[config.mk]
export PLATFORM = sky130hd
export DESIGN_NAME = mc_ctrl_fsm
export DESIGN_NICKNAME = d
export VERILOG_FILES = /design/src/rtl/mc_ctrl_fsm.sv
export SDC_FILE = /design/constraint.sdc
export NUM_CORES = 1
export LEC_CHECK = 0
export ABC_AREA = 1
export BUFFER_PORTS_ARGS = -buffer_cell sky130_fd_sc_hd__buf_4
export CORE_ASPECT_RATIO = 1.4
export CORE_MARGIN = 1.5
export CORE_UTILIZATION = 33
export DETAILED_ROUTE_END_ITERATION = 8
export GPL_TIMING_DRIVEN = 0
export HOLD_SLACK_MARGIN = 0.15
export PLACE_DENSITY = 0.87
export SKIP_LAST_GASP = 1
export SLEW_MARGIN = 20
export SYNTH_ARGS = -nofsm -noshare
export SYNTH_HDL_FRONTEND = slang
export SYNTH_SLANG_ARGS = --single-unit
export TNS_END_PERCENT = 100
[constraint.sdc]
create_clock -name clk -period 1.18 [get_ports clk]
set_clock_uncertainty 0.2 [all_clocks]
set_input_delay 0.177 -clock clk [delete_from_list [all_inputs] [get_ports clk]]
set_output_delay 0.177 -clock clk [all_outputs]
set_load 0.03 [all_outputs]
[src/rtl/mc_ctrl_fsm.sv]
// Multi-cycle MIPS main controller: sequences FETCH/DECODE/EXEC/MEM/WB, decodes
// the latched instruction and drives every datapath enable and mux select.
module mc_ctrl_fsm #(
  parameter int MEM_WAIT = 0
) (
  input  logic        clk,
  input  logic        reset,
  input  logic [31:0] instr,
  input  logic        zero,
  input  logic        bgez,
  output logic [2:0]  alu_op,
  output logic        alu_src_a,
  output logic [1:0]  alu_src_b,
  output logic        ext_op,
  output logic        ir_write,
  output logic        pc_write,
  output logic [1:0]  pc_src,
  output logic        reg_write,
  output logic [1:0]  reg_dst,
  output logic [1:0]  mem_to_reg,
  output logic        mem_write,
  output logic [2:0]  state,
  output logic        instr_done
);

  typedef enum logic [2:0] {
    S_FETCH  = 3'd0,
    S_DECODE = 3'd1,
    S_EXEC   = 3'd2,
    S_MEM    = 3'd3,
    S_WB     = 3'd4
  } state_t;

  localparam logic [2:0] OP_ADD  = 3'd0;
  localparam logic [2:0] OP_SUB  = 3'd1;
  localparam logic [2:0] OP_OR   = 3'd2;
  localparam logic [2:0] OP_LUI  = 3'd3;
  localparam logic [2:0] OP_SLLV = 3'd4;
  localparam logic [2:0] W_MEM_WAIT = 3'(MEM_WAIT);

  state_t     r_state, w_state_nxt;
  logic [2:0] r_cnt, w_cnt_nxt;

  logic [5:0] w_op, w_funct;
  logic [4:0] w_rt;
  logic       w_rtype, w_addu, w_subu, w_sllv, w_jr;
  logic       w_ori, w_lui, w_lw, w_sw, w_beq, w_j, w_jal, w_bgez;
  logic       w_ir_write, w_pc_write, w_reg_write, w_mem_write;
  logic       w_unused;

  assign w_op    = instr[31:26];
  assign w_funct = instr[5:0];
  assign w_rt    = instr[20:16];
  assign w_unused = ^{instr[25:21], instr[15:6]};

  assign w_rtype = (w_op == 6'b000000);
  assign w_addu  = w_rtype && (w_funct == 6'b100001);
  assign w_subu  = w_rtype && (w_funct == 6'b100011);
  assign w_sllv  = w_rtype && (w_funct == 6'b000100);
  assign w_jr    = w_rtype && (w_funct == 6'b001000);
  assign w_ori   = (w_op == 6'b001101);
  assign w_lui   = (w_op == 6'b001111);
  assign w_lw    = (w_op == 6'b100011);
  assign w_sw    = (w_op == 6'b101011);
  assign w_beq   = (w_op == 6'b000100);
  assign w_j     = (w_op == 6'b000010);
  assign w_jal   = (w_op == 6'b000011);
  assign w_bgez  = (w_op == 6'b000001) && (w_rt == 5'b00001);

  always_ff @(posedge clk or posedge reset) begin
    if (reset) begin
      r_state <= S_FETCH;
      r_cnt   <= 3'd0;
    end else begin
      r_state <= w_state_nxt;
      r_cnt   <= w_cnt_nxt;
    end
  end

  always_comb begin
    w_state_nxt = S_FETCH;
    w_cnt_nxt   = r_cnt;
    alu_op      = OP_ADD;
    alu_src_a   = 1'b0;
    alu_src_b   = 2'd0;
    ext_op      = 1'b0;
    w_ir_write  = 1'b0;
    w_pc_write  = 1'b0;
    pc_src      = 2'd0;
    w_reg_write = 1'b0;
    reg_dst     = 2'd0;
    mem_to_reg  = 2'd0;
    w_mem_write = 1'b0;
    instr_done  = 1'b0;
    case (r_state)
      S_FETCH: begin
        w_ir_write  = 1'b1;
        w_pc_write  = 1'b1;
        alu_src_b   = 2'd1;
        w_state_nxt = S_DECODE;
      end
      S_DECODE: begin
        if (w_j || w_jal) begin
          w_pc_write = 1'b1;
          pc_src     = 2'd2;
        end
        if (w_jal) begin
          w_reg_write = 1'b1;
          reg_dst     = 2'd2;
          mem_to_reg  = 2'd2;
        end
        if (w_jr) begin
          w_pc_write = 1'b1;
          pc_src     = 2'd3;
        end
        if (w_addu || w_subu || w_sllv || w_ori || w_lui || w_lw || w_sw || w_beq || w_bgez)
          w_state_nxt = S_EXEC;
        else
          instr_done = 1'b1;
      end
      S_EXEC: begin
        alu_src_a = 1'b1;
        if (w_addu || w_subu || w_sllv) begin
          alu_op      = w_subu ? OP_SUB : (w_sllv ? OP_SLLV : OP_ADD);
          w_state_nxt = S_WB;
        end else if (w_ori || w_lui) begin
          alu_src_b   = 2'd2;
          alu_op      = w_ori ? OP_OR : OP_LUI;
          w_state_nxt = S_WB;
        end else if (w_lw || w_sw) begin
          alu_src_b   = 2'd2;
          ext_op      = 1'b1;
          w_cnt_nxt   = 3'd0;
          w_state_nxt = S_MEM;
        end else if (w_beq || w_bgez) begin
          alu_op     = w_beq ? OP_SUB : OP_ADD;
          pc_src     = 2'd1;
          w_pc_write = w_beq ? zero : bgez;
          instr_done = 1'b1;
        end
      end
      S_MEM: begin
        // Address computation stays on the ALU for the whole memory access.
        alu_src_a = 1'b1;
        alu_src_b = 2'd2;
        ext_op    = 1'b1;
        if (r_cnt < W_MEM_WAIT) begin
          w_cnt_nxt   = r_cnt + 3'd1;
          w_state_nxt = S_MEM;
        end else if (w_lw) begin
          w_state_nxt = S_WB;
        end else if (w_sw) begin
          w_mem_write = 1'b1;
          instr_done  = 1'b1;
        end
      end
      S_WB: begin
        w_reg_write = 1'b1;
        instr_done  = 1'b1;
        reg_dst     = w_rtype ? 2'd1 : 2'd0;
        mem_to_reg  = w_lw ? 2'd1 : 2'd0;
      end
      default: w_state_nxt = S_FETCH;
    endcase
  end

  // Reset masks every write enable so an abandoned instruction cannot commit.
  assign ir_write  = w_ir_write  & ~reset;
  assign pc_write  = w_pc_write  & ~reset;
  assign reg_write = w_reg_write & ~reset;
  assign mem_write = w_mem_write & ~reset;
  assign state     = r_state;

endmodule

==> impl_summary.txt, run 1 <==
----------------------------------------------------
[Clock network]
  Clock Path Buffers ... 2
  Clock-pin transition on the worst setup and hold timing paths ... about 40 ps
  Number of H-tree branching levels ... 1
  Clock root buffer ... clkbuf_4
  Post-CTS Hold Buffers ... 1
  Sink Count ... 3
  TritonCTS buffer count ... 3
  Clock latency reported for the late side of the worst-skew pair ... 250 ps
  Clock tree from TritonCTS ... yes

[Place]
  Standard cell area after detailed placement ... 1050 um2
  Final HPWL from detailed placement ... 1.70 mm
  Port bufs ... 40
  Setup slack at placement ... -556 ps
  Final GP Congestion ... a little under 0.8

[Synth]
  Complex-gate fraction of the synthesized area ... ~3.3%
  Adder-Cell Fraction of Synth Area ... 0%
  Portion of the post-synthesis area used by sequential elements ... 12.2%
  Largest cells by area after synthesis ... nand2_1 19%, inv_1 14%, dfrtp_1 12%, nand3_1 11%, nor2_1 11%
  Number of cells produced by synthesis ... around 120
  FF+latch count, synth ... 3
  Distinct cell type count after synthesis ... 17
  Post-Synthesis Cell Area ... around 610 um2
  Count of synthesis-stage warnings from yosys ... 0
  Post-synth net total ... between 150 and 200
  Fraction of synthesized cell area taken by the top area cell type ... about a fifth
  Library cell with the largest summed area after synthesis ... nand2_1
  Xor/xnor share of the synthesized area ... 0%
  Mux share of post-synthesis cell area ... 0%
  Post-synthesis simple-gate area fraction ... between 60% and 70%
  Dominant combinational cell family by area after synthesis ... simple AND/OR/NAND/NOR gates
  Post-synthesis area per instance ... between 5 and 6 um2

[Worst setup path]
  Max stage delay cell, worst path ... dfrtp_2
  Worst EP required ... roughly 800 ps
  Cell family contributing the most delay on the critical path ... buffers and inverters
  Reg-to-reg endpoint ... state[2]
  Reg2Reg Depth ... 6
  Internal reg-to-reg setup slack ... -210 ps
  Crit. path cell count ... 8
  Crit path max fanout ... 5
  Combined buffer and inverter count along the critical path ... 4
  Critical path class ... flop to primary output
  Chain of cells forming the critical path ... inv_4 > nor2_4 > buf_4 > nand2_4 > o21ai_1 > inv_1 > nand3_2 > buf_6
  Maximum single-stage delay on the critical path ... around 400 ps
  Launch instance of the worst register-to-register path ... state[1]
  Worst EP arrival ... 1520 ps
  Capturing element type of the critical path ... primary output
  Critical path startpoint category ... flop

[Hold path]
  Hold depth ... 3
  Worst hold endpoint ... state[0]
  Class of the tightest hold or removal check ... input port to flop
  Hold path startpoint ... instr[26]

[Finish]
  Area delta synth->final ... 121%
  Diode insertion count for antenna repair ... 0
  Most common cell after layout, fill and taps aside ... buf_4
  Highest-count cells in the layout ignoring fill and taps ... 33 x buf_4, 25 x buf_6, 23 x nand2_1
  Net count, final ... between 200 and 250
  Proportion of layout cells with a drive suffix above 1 ... roughly 62%
  Max reg flops ... 3
  Post-route cell area ... approximately 1400 um2

[Routing]
  Average wire per cell in the routed design ... 13.6 um
  First-iteration detailed-routing DRC count ... 39
  Drt via density ... around 5.2
  Residual DRC count ... 0
  Total wire length after detailed routing ... approximately 2.7 mm
  DRT antenna net count ... 0
  Pre-Repair DR Iteration Count ... 4
  Overall via count from detail_route ... approximately 1000

[Die]
  Die width ... 39.5 um
  Starting Density ... a little over a third
  Overall die height ... between 50 and 60 um
  Core area ... approximately 1800 um2
  Full die area ... 2130 um2
  I/O pin count ... 57
  Row count ... 18

[Global routing]
  Residual overflow from global routing ... 0
  Number of global-route vias before repair ... 918
  Total track usage ... approximately 27%
  Maximum number of pins on one net before global-route repair ... 9
  Global-route wire length before repair ... 3.93 mm
  Number of antenna violations at the first check in global routing ... 0

[Timing]
  Slew at the pin with the worst max-slew slack ... 301 ps
  Final critical path time including I/O delays and setup ... between 1500 and 2000 ps
  Worst setup margin ... -715 ps
  Maximum achievable frequency ... about 0.53 GHz
  Unrepaired setup endpoints after global routing ... yes
  Final setup violation count ... 24
  Slew headroom ... about four fifths
  Tightest hold margin ... about 45 ps
  Max Slew Vio Count ... 0
  Final number of hold-violating endpoints ... 0
  Final cycle utilization of the critical path ... 161%

[Power and ir drop]
  Leakage ... roughly 0.73 nW
  Pwr dens ... around 1000 nW/um2
  Maximum VDD drop ... 451 uV

[Run]
  Max-cap violations ... 0

[Status]
  Violated checks ... negative setup slack
  Status ... complete, but fails checks

----------------------------------------------------
[logic make-up after synthesis]
| logic type | Yosys count |
|---|---|
| AO/OA/AOI/OAI | 4 |
| buffers and inverters | 27 |
| flip-flops | 3 |
| AND/OR/NAND/NOR | 84 |
[cell usage after synthesis]
library cell,n
nor2_4,3
dfrtp_1,3
nand4_1,4
inv_2,2
inv_1,23
o21ai_0,2
nor3_1,2
nand2_2,4
nand2_1,31
buf_4,1
nor4_2,1
nor2_2,6
buf_6,1
and2_4,1
a21oi_1,2
nand3_1,14
nor2_1,18
[cell type report]
class | instances | area (um2)
multi-input cells | 88 | 591
repair buffers | 57 | 517
fillers | 124 | 398
inverters | 25 | 98.8
flip-flops and latches | 3 | 78.8
clock buffers | 4 | 26.3
well taps | 20 | 25.0
plain buffers | 2 | 22.5
[power breakdown]
group	leakage, nW	total [W]	switching (W)	internal, W
clock network	0.0150	0.000194	0.0000667	0.000128
logic	0.685	0.00102	0.000569	0.000453
registers	0.0352	0.000168	0.0000409	0.000127
[timing repair]
| item | CTS | global route |
|---|---|---|
| hold endpoints to repair | 5 | 2 |
| pin swaps | 14 | 3 |
| endpoints found under the setup margin | 24 | 24 |
| setup buffers | 11 | 6 |
| resized for setup | 41 | 7 |
[worst max path at each step]
stage	from	to	slack, ps
6_report	state[1]	instr_done	-720
5_1_grt	state[1]	instr_done	-760
4_1_cts	state[2]	pc_write	-640
3_5_place_dp	state[1]	pc_write	-560
3_3_place_gp	state[1]	pc_write	-520
2_1_floorplan	state[0]	pc_write	-560
[through the flow]
stage          setup TNS [ps]  power [W]  cells  utilization [%]
6_report               -10980    0.00138    199             77.4
4_1_cts                -10040    0.00130    194             73.8
3_5_place_dp            -6920   0.000840    178             59.5
5_1_grt                -12250    0.00146    199             77.4
2_1_floorplan           -7800   0.000596    118                -
3_3_place_gp            -6430   0.000822    178             59.5
[tightest hold or removal path, stage by stage]
cell     delay, ps
buf_6          120
nand3_2        100
nand2_1         60
[layer usage]
layer | global-route usage, % | vias up | wire (um)
li1 | - | 484 | -
met1 | 25.8 | 476 | 905
met2 | 54.6 | 60 | 1590
met3 | 2.89 | 11 | 150
met4 | 10.9 | 0 | 74
met5 | 0 | - | 0
Power figures use the tool's default switching activity.
==> run 2, diff against run 1 <==
--- a/config.mk
+++ b/config.mk
@@ -14,7 +14,6 @@
 export GPL_TIMING_DRIVEN = 0
 export HOLD_SLACK_MARGIN = 0.15
 export PLACE_DENSITY = 0.87
-export SKIP_LAST_GASP = 1
 export SLEW_MARGIN = 20
 export SYNTH_ARGS = -nofsm -noshare
 export SYNTH_HDL_FRONTEND = slang
==> impl_summary.txt, run 2 (synthesized netlist as in run 1, its figures left out) <==
----------------------------------------------------
[Status]
  Status ... complete, but fails checks
  Violated checks ... negative setup slack

[Die]
  Core area ... between 1500 and 2000 um2
  Full die area ... 2130 um2
  Row count ... 18
  Die width ... 39.5 um
  I/O pin count ... 57
  Starting Density ... 35.0%
  Overall die height ... roughly 54 um

[Global routing]
  Residual overflow from global routing ... 0
  Maximum number of pins on one net before global-route repair ... 9
  Total track usage ... between 20% and 30%
  Global-route wire length before repair ... around 4 mm
  Number of antenna violations at the first check in global routing ... 0
  Number of global-route vias before repair ... a little over 900

[Clock network]
  Clock Path Buffers ... 2
  TritonCTS buffer count ... 3
  Number of H-tree branching levels ... 1
  Clock tree from TritonCTS ... yes
  Clock root buffer ... clkbuf_4
  Sink Count ... 3
  Clock-pin transition on the worst setup and hold timing paths ... roughly 50 ps
  Clock latency reported for the late side of the worst-skew pair ... around 260 ps
  Post-CTS Hold Buffers ... 1

[Place]
  Port bufs ... 40
  Final GP Congestion ... 0.794
  Setup slack at placement ... -556 ps
  Final HPWL from detailed placement ... about 1.7 mm

[Finish]
  Highest-count cells in the layout ignoring fill and taps ... 30 x buf_6, 30 x buf_4, 20 x nand2_1
  Area of combinational cells with multiple inputs ... 624 um2
  Net count, final ... around 220
  Diode insertion count for antenna repair ... 0
  Number of fill cells in the layout ... between 100 and 150
  Final core occ ... 82.5%
  Register area ... 78.8 um2
  Proportion of layout cells with a drive suffix above 1 ... around 66%
  Max reg flops ... 3
  Area delta synth->final ... 136%

[Hold path]
  Hold depth ... 3
  Class of the tightest hold or removal check ... input port to flop

[Timing]
  Unrepaired setup endpoints after global routing ... yes
  Final critical path time including I/O delays and setup ... a little under 2000 ps
  Final setup violation count ... 24
  Setup_tns ... -13060 ps
  Final cycle utilization of the critical path ... 166%
  Maximum achievable frequency ... slightly above 0.5 GHz
  Worst setup margin ... -779 ps
  Slew at the pin with the worst max-slew slack ... ~300 ps
  Max Slew Vio Count ... 0
  Slew headroom ... approximately four fifths
  Final number of hold-violating endpoints ... 0

[Power and ir drop]
  Internal power of the cells ... roughly 0.00072 W
  Maximum VDD drop ... around 610 uV
  Switching component of the power ... ~0.00075 W
  Sequential fraction of design power ... about 11%
  Pwr dens ... approximately 1000 nW/um2
  Switching power share of the total ... 50.8%
  Sum of internal, switching and leakage power ... about 0.0015 W
  Leakage ... roughly 0.77 nW
  Comb pwr share ... about three quarters
  Clock Power Share ... between 10 and 15%

[Worst setup path]
  Crit path max fanout ... 5
  Critical path startpoint category ... flop
  Critical path class ... flop to primary output
  Reg2Reg Depth ... 7
  Internal reg-to-reg setup slack ... -250 ps
  Worst EP required ... about 800 ps
  Capturing element type of the critical path ... primary output
  Worst EP arrival ... 1580 ps

[Routing]
  Overall via count from detail_route ... between 1000 and 1500
  DRT antenna net count ... 0
  Residual DRC count ... 0
  Total wire length after detailed routing ... 3.28 mm
  Average wire per cell in the routed design ... between 15 and 20 um
  Pre-Repair DR Iteration Count ... 4
  First-iteration detailed-routing DRC count ... 51
  Drt via density ... slightly above 5

[Run]
  Max-cap violations ... 0

----------------------------------------------------
## run 2: metal layers
layer | global-route usage [%] | wire length, um | vias to the layer above
met5 | 0 | 0 | -
met4 | 13.2 | 125 | 0
met3 | 2.48 | 239 | 15
met2 | 52.7 | 1810 | 70
met1 | 26.6 | 1110 | 473
li1 | - | - | 487
## run 2: path summary, 6_finish.rpt
kind / start / end
max reg2reg: state[1] / state[2]
min in group asynchronous: reset / state[0]
min reg2reg: state[2] / state[0]
max: state[1] / instr_done
max in group asynchronous: reset / state[1]
min: instr[26] / state[0]
## run 2: power by group through the flow
stage                     clock network (W)  registers (W)  logic [W]
after CTS                          0.000198       0.000166   0.000940
after global placement                    0       0.000156   0.000666
after global routing               0.000220       0.000168    0.00115
final                              0.000211       0.000165    0.00110
after detailed placement                  0       0.000158   0.000682
after floorplan                           0       0.000192   0.000403
## run 2: layout make-up
cell class	instances	area share, %
timing repair buffer	60	39.4
inverter	25	6.99
buffer	2	1.55
tap	20	1.73
multi-input combinational	88	43.1
sequential	3	5.44
clock buffer	4	1.81
## run 2: stage by stage
step,std cells,cell area (um2),hold slack [ps]
6_report,202,1450,38.7
4_1_cts,194,1300,81.8
2_1_floorplan,118,721,-269
3_3_place_gp,178,1050,-90.7
5_1_grt,202,1450,52.5
3_5_place_dp,178,1050,-79.4
## run 2: timing repair
item                                    in CTS  in global routing
resized for setup                           42                 20
buffers inserted                            11                  9
hold endpoints to repair                     5                  2
endpoints found under the setup margin      24                 24
pin swaps                                   14                  7
gates cloned                                 0                  0
## run 2: worst max-delay path, cell delays in order (launching register included)
cell and delay, ps:
dfrtp_2 420, inv_4 60, nor2_4 210, buf_12 150, nand2_8 70, o21ai_2 120
inv_1 70, nand3_2 70, buf_6 140
==> run 3, diff against run 2 <==
--- a/config.mk
+++ b/config.mk
@@ -7,13 +7,12 @@
 export LEC_CHECK = 0
 export ABC_AREA = 1
 export BUFFER_PORTS_ARGS = -buffer_cell sky130_fd_sc_hd__buf_4
-export CORE_ASPECT_RATIO = 1.4
 export CORE_MARGIN = 1.5
-export CORE_UTILIZATION = 33
+export CORE_UTILIZATION = 36
 export DETAILED_ROUTE_END_ITERATION = 8
 export GPL_TIMING_DRIVEN = 0
 export HOLD_SLACK_MARGIN = 0.15
-export PLACE_DENSITY = 0.87
+export PLACE_DENSITY = 0.9
 export SLEW_MARGIN = 20
 export SYNTH_ARGS = -nofsm -noshare
 export SYNTH_HDL_FRONTEND = slang
==> constraint.sdc (replaced) <==
create_clock -name clk -period 1.9 [get_ports clk]
set_clock_uncertainty 0.2 [all_clocks]
set_input_delay 0.285 -clock clk [delete_from_list [all_inputs] [get_ports clk]]
set_output_delay 0.285 -clock clk [all_outputs]
set_load 0.03 [all_outputs]
==> impl_summary.txt, run 3 (synthesized netlist as in run 1, its figures left out) <==
----------------------------------------------------
[Timing]
  Final critical path time including I/O delays and setup ... 1940 ps
  Max Slew Vio Count ... 0
  Unrepaired setup endpoints after global routing ... yes
  Tightest hold margin ... roughly 130 ps
  Slew headroom ... ~80%
  Final cycle utilization of the critical path ... 102%
  Worst setup margin ... -38.9 ps
  Maximum achievable frequency ... approximately 0.52 GHz
  Final number of hold-violating endpoints ... 0
  Final setup violation count ... 3
  Slew at the pin with the worst max-slew slack ... ~300 ps

[Clock network]
  Clock-pin transition on the worst setup and hold timing paths ... approximately 50 ps
  Clock root buffer ... clkbuf_4
  Clock Path Buffers ... 2
  Clock tree from TritonCTS ... yes
  Number of H-tree branching levels ... 1
  TritonCTS buffer count ... 3
  Sink Count ... 3
  Clock latency reported for the late side of the worst-skew pair ... approximately 260 ps

[Finish]
  Max reg flops ... 3
  Area delta synth->final ... 87.0%
  Number of fill cells in the layout ... 122
  Diode insertion count for antenna repair ... 0
  Proportion of layout cells with a drive suffix above 1 ... a little over half
  Most common cell after layout, fill and taps aside ... buf_4
  Net count, final ... 208
  Highest-count cells in the layout ignoring fill and taps ... 45 x buf_4, 29 x nand2_1, 19 x inv_1

[Global routing]
  Maximum number of pins on one net before global-route repair ... 9
  Number of antenna violations at the first check in global routing ... 0
  Number of global-route vias before repair ... between 800 and 900
  Residual overflow from global routing ... 0
  Total track usage ... around 22%
  Global-route wire length before repair ... between 3 and 4 mm

[Routing]
  Drt via density ... about 5.1
  DRT antenna net count ... 0
  First-iteration detailed-routing DRC count ... 43
  Total wire length after detailed routing ... ~2.3 mm
  Average wire per cell in the routed design ... roughly 12 um
  Residual DRC count ... 4
  Pre-Repair DR Iteration Count ... 9
  Overall via count from detail_route ... around 960

[Die]
  Full die area ... approximately 2000 um2
  Die width ... 44.3 um
  I/O pin count ... 57
  Row count ... 14
  Overall die height ... 44.3 um
  Core area ... between 1500 and 2000 um2
  Starting Density ... 39.4%

[Worst setup path]
  Worst EP required ... between 1000 and 1500 ps
  Capturing element type of the critical path ... primary output
  Chain of cells forming the critical path ... inv_4 > nand3_4 > nor2_4 > and2_4 > nor2_2 > nor2_2 > buf_6
  Critical path startpoint category ... flop
  Critical path class ... flop to primary output
  Maximum single-stage delay on the critical path ... around 430 ps
  Most numerous cell on the critical path ... nor2_2
  Crit path max fanout ... 4
  Worst EP arrival ... 1450 ps
  Max stage delay cell, worst path ... dfrtp_2

[Hold path]
  Class of the tightest hold or removal check ... input port to flop

[Run]
  Max-cap violations ... 0

[Status]
  Status ... complete, but fails checks
  Violated checks ... design-rule violations, negative setup slack

[Power and ir drop]
  Pwr dens ... 641 nW/um2
  Leakage ... 0.653 nW
  Sum of internal, switching and leakage power ... 0.000737 W
  Maximum VDD drop ... 399 uV

[Place]
  Final HPWL from detailed placement ... approximately 1.6 mm
  Final GP Congestion ... 0.834
  Port bufs ... 40

----------------------------------------------------
run 3: changes by cell type in the layout (fill, tap and decap cells not counted), sizes merged:
cell  delta
buf     -11
run 3: final cells by class:
cell class | count | area (um2) | area share [%]
Clock buffer | 4 | 26.3 | 2.29
Timing Repair Buffer | 49 | 385 | 33.6
Tap cell | 16 | 20.0 | 1.74
Multi-Input combinational cell | 88 | 520 | 45.3
Sequential cell | 3 | 78.8 | 6.86
Inverter | 25 | 98.8 | 8.61
Buffer | 2 | 18.8 | 1.63
run 3: path summary, 6_finish.rpt:
| check | startpoint | to | slack (ps) | cells past startpoint |
|---|---|---|---|---|
| setup / recovery | state[1] | reg_write | -40 | 7 |
| hold / removal | instr[26] | state[1] | 130 | 3 |
| setup reg to reg | state[1] | state[1] | 660 | 6 |
| hold reg to reg | state[2] | state[2] | 530 | 3 |
| max in group asynchronous | reset | state[2] | 1030 | 3 |
| min in group asynchronous | reset | state[1] | 320 | 3 |
run 3: per-layer routing:
layer / global-route usage [%] / share of wire (%)
met2: 42.9 / 54
met1: 23.3 / 36
met3: 4.08 / 7.4
met4: 7.27 / 2.3
met5: 0 / 0
run 3: power breakdown:
part / internal [W] / switching [W]
clock network: 0.0000797 / 0.0000490
registers: 0.0000790 / 0.0000280
logic: 0.000200 / 0.000301
run 3: metrics by stage:
stage,TNS [ps],worst slack [ps],cells,util (%),area (um2)
finish,-77.9,-38.9,187,73.7,1150
detailed placement,0,65.8,174,62.3,971
global route,-386,-108,187,73.7,1150
global placement,0,113,174,62.3,971
floorplan,-144,-83.4,118,-,651
CTS,-23.1,-9.24,182,67.4,1050
run 3: worst max-delay path: cells and delay by family (launching register included):
family,cells,cell delay (ps)
buffers and inverters,2,230
and+or+nand+nor,5,540
DFF,1,430
run 3: timing repair:
item	4_1_cts	5_1_grt
hold buffers	1	0
gates resized for setup	11	16
setup buffers	3	5
endpoints found under the setup margin	9	7
pin swaps	4	4
hold endpoints to repair	3	0
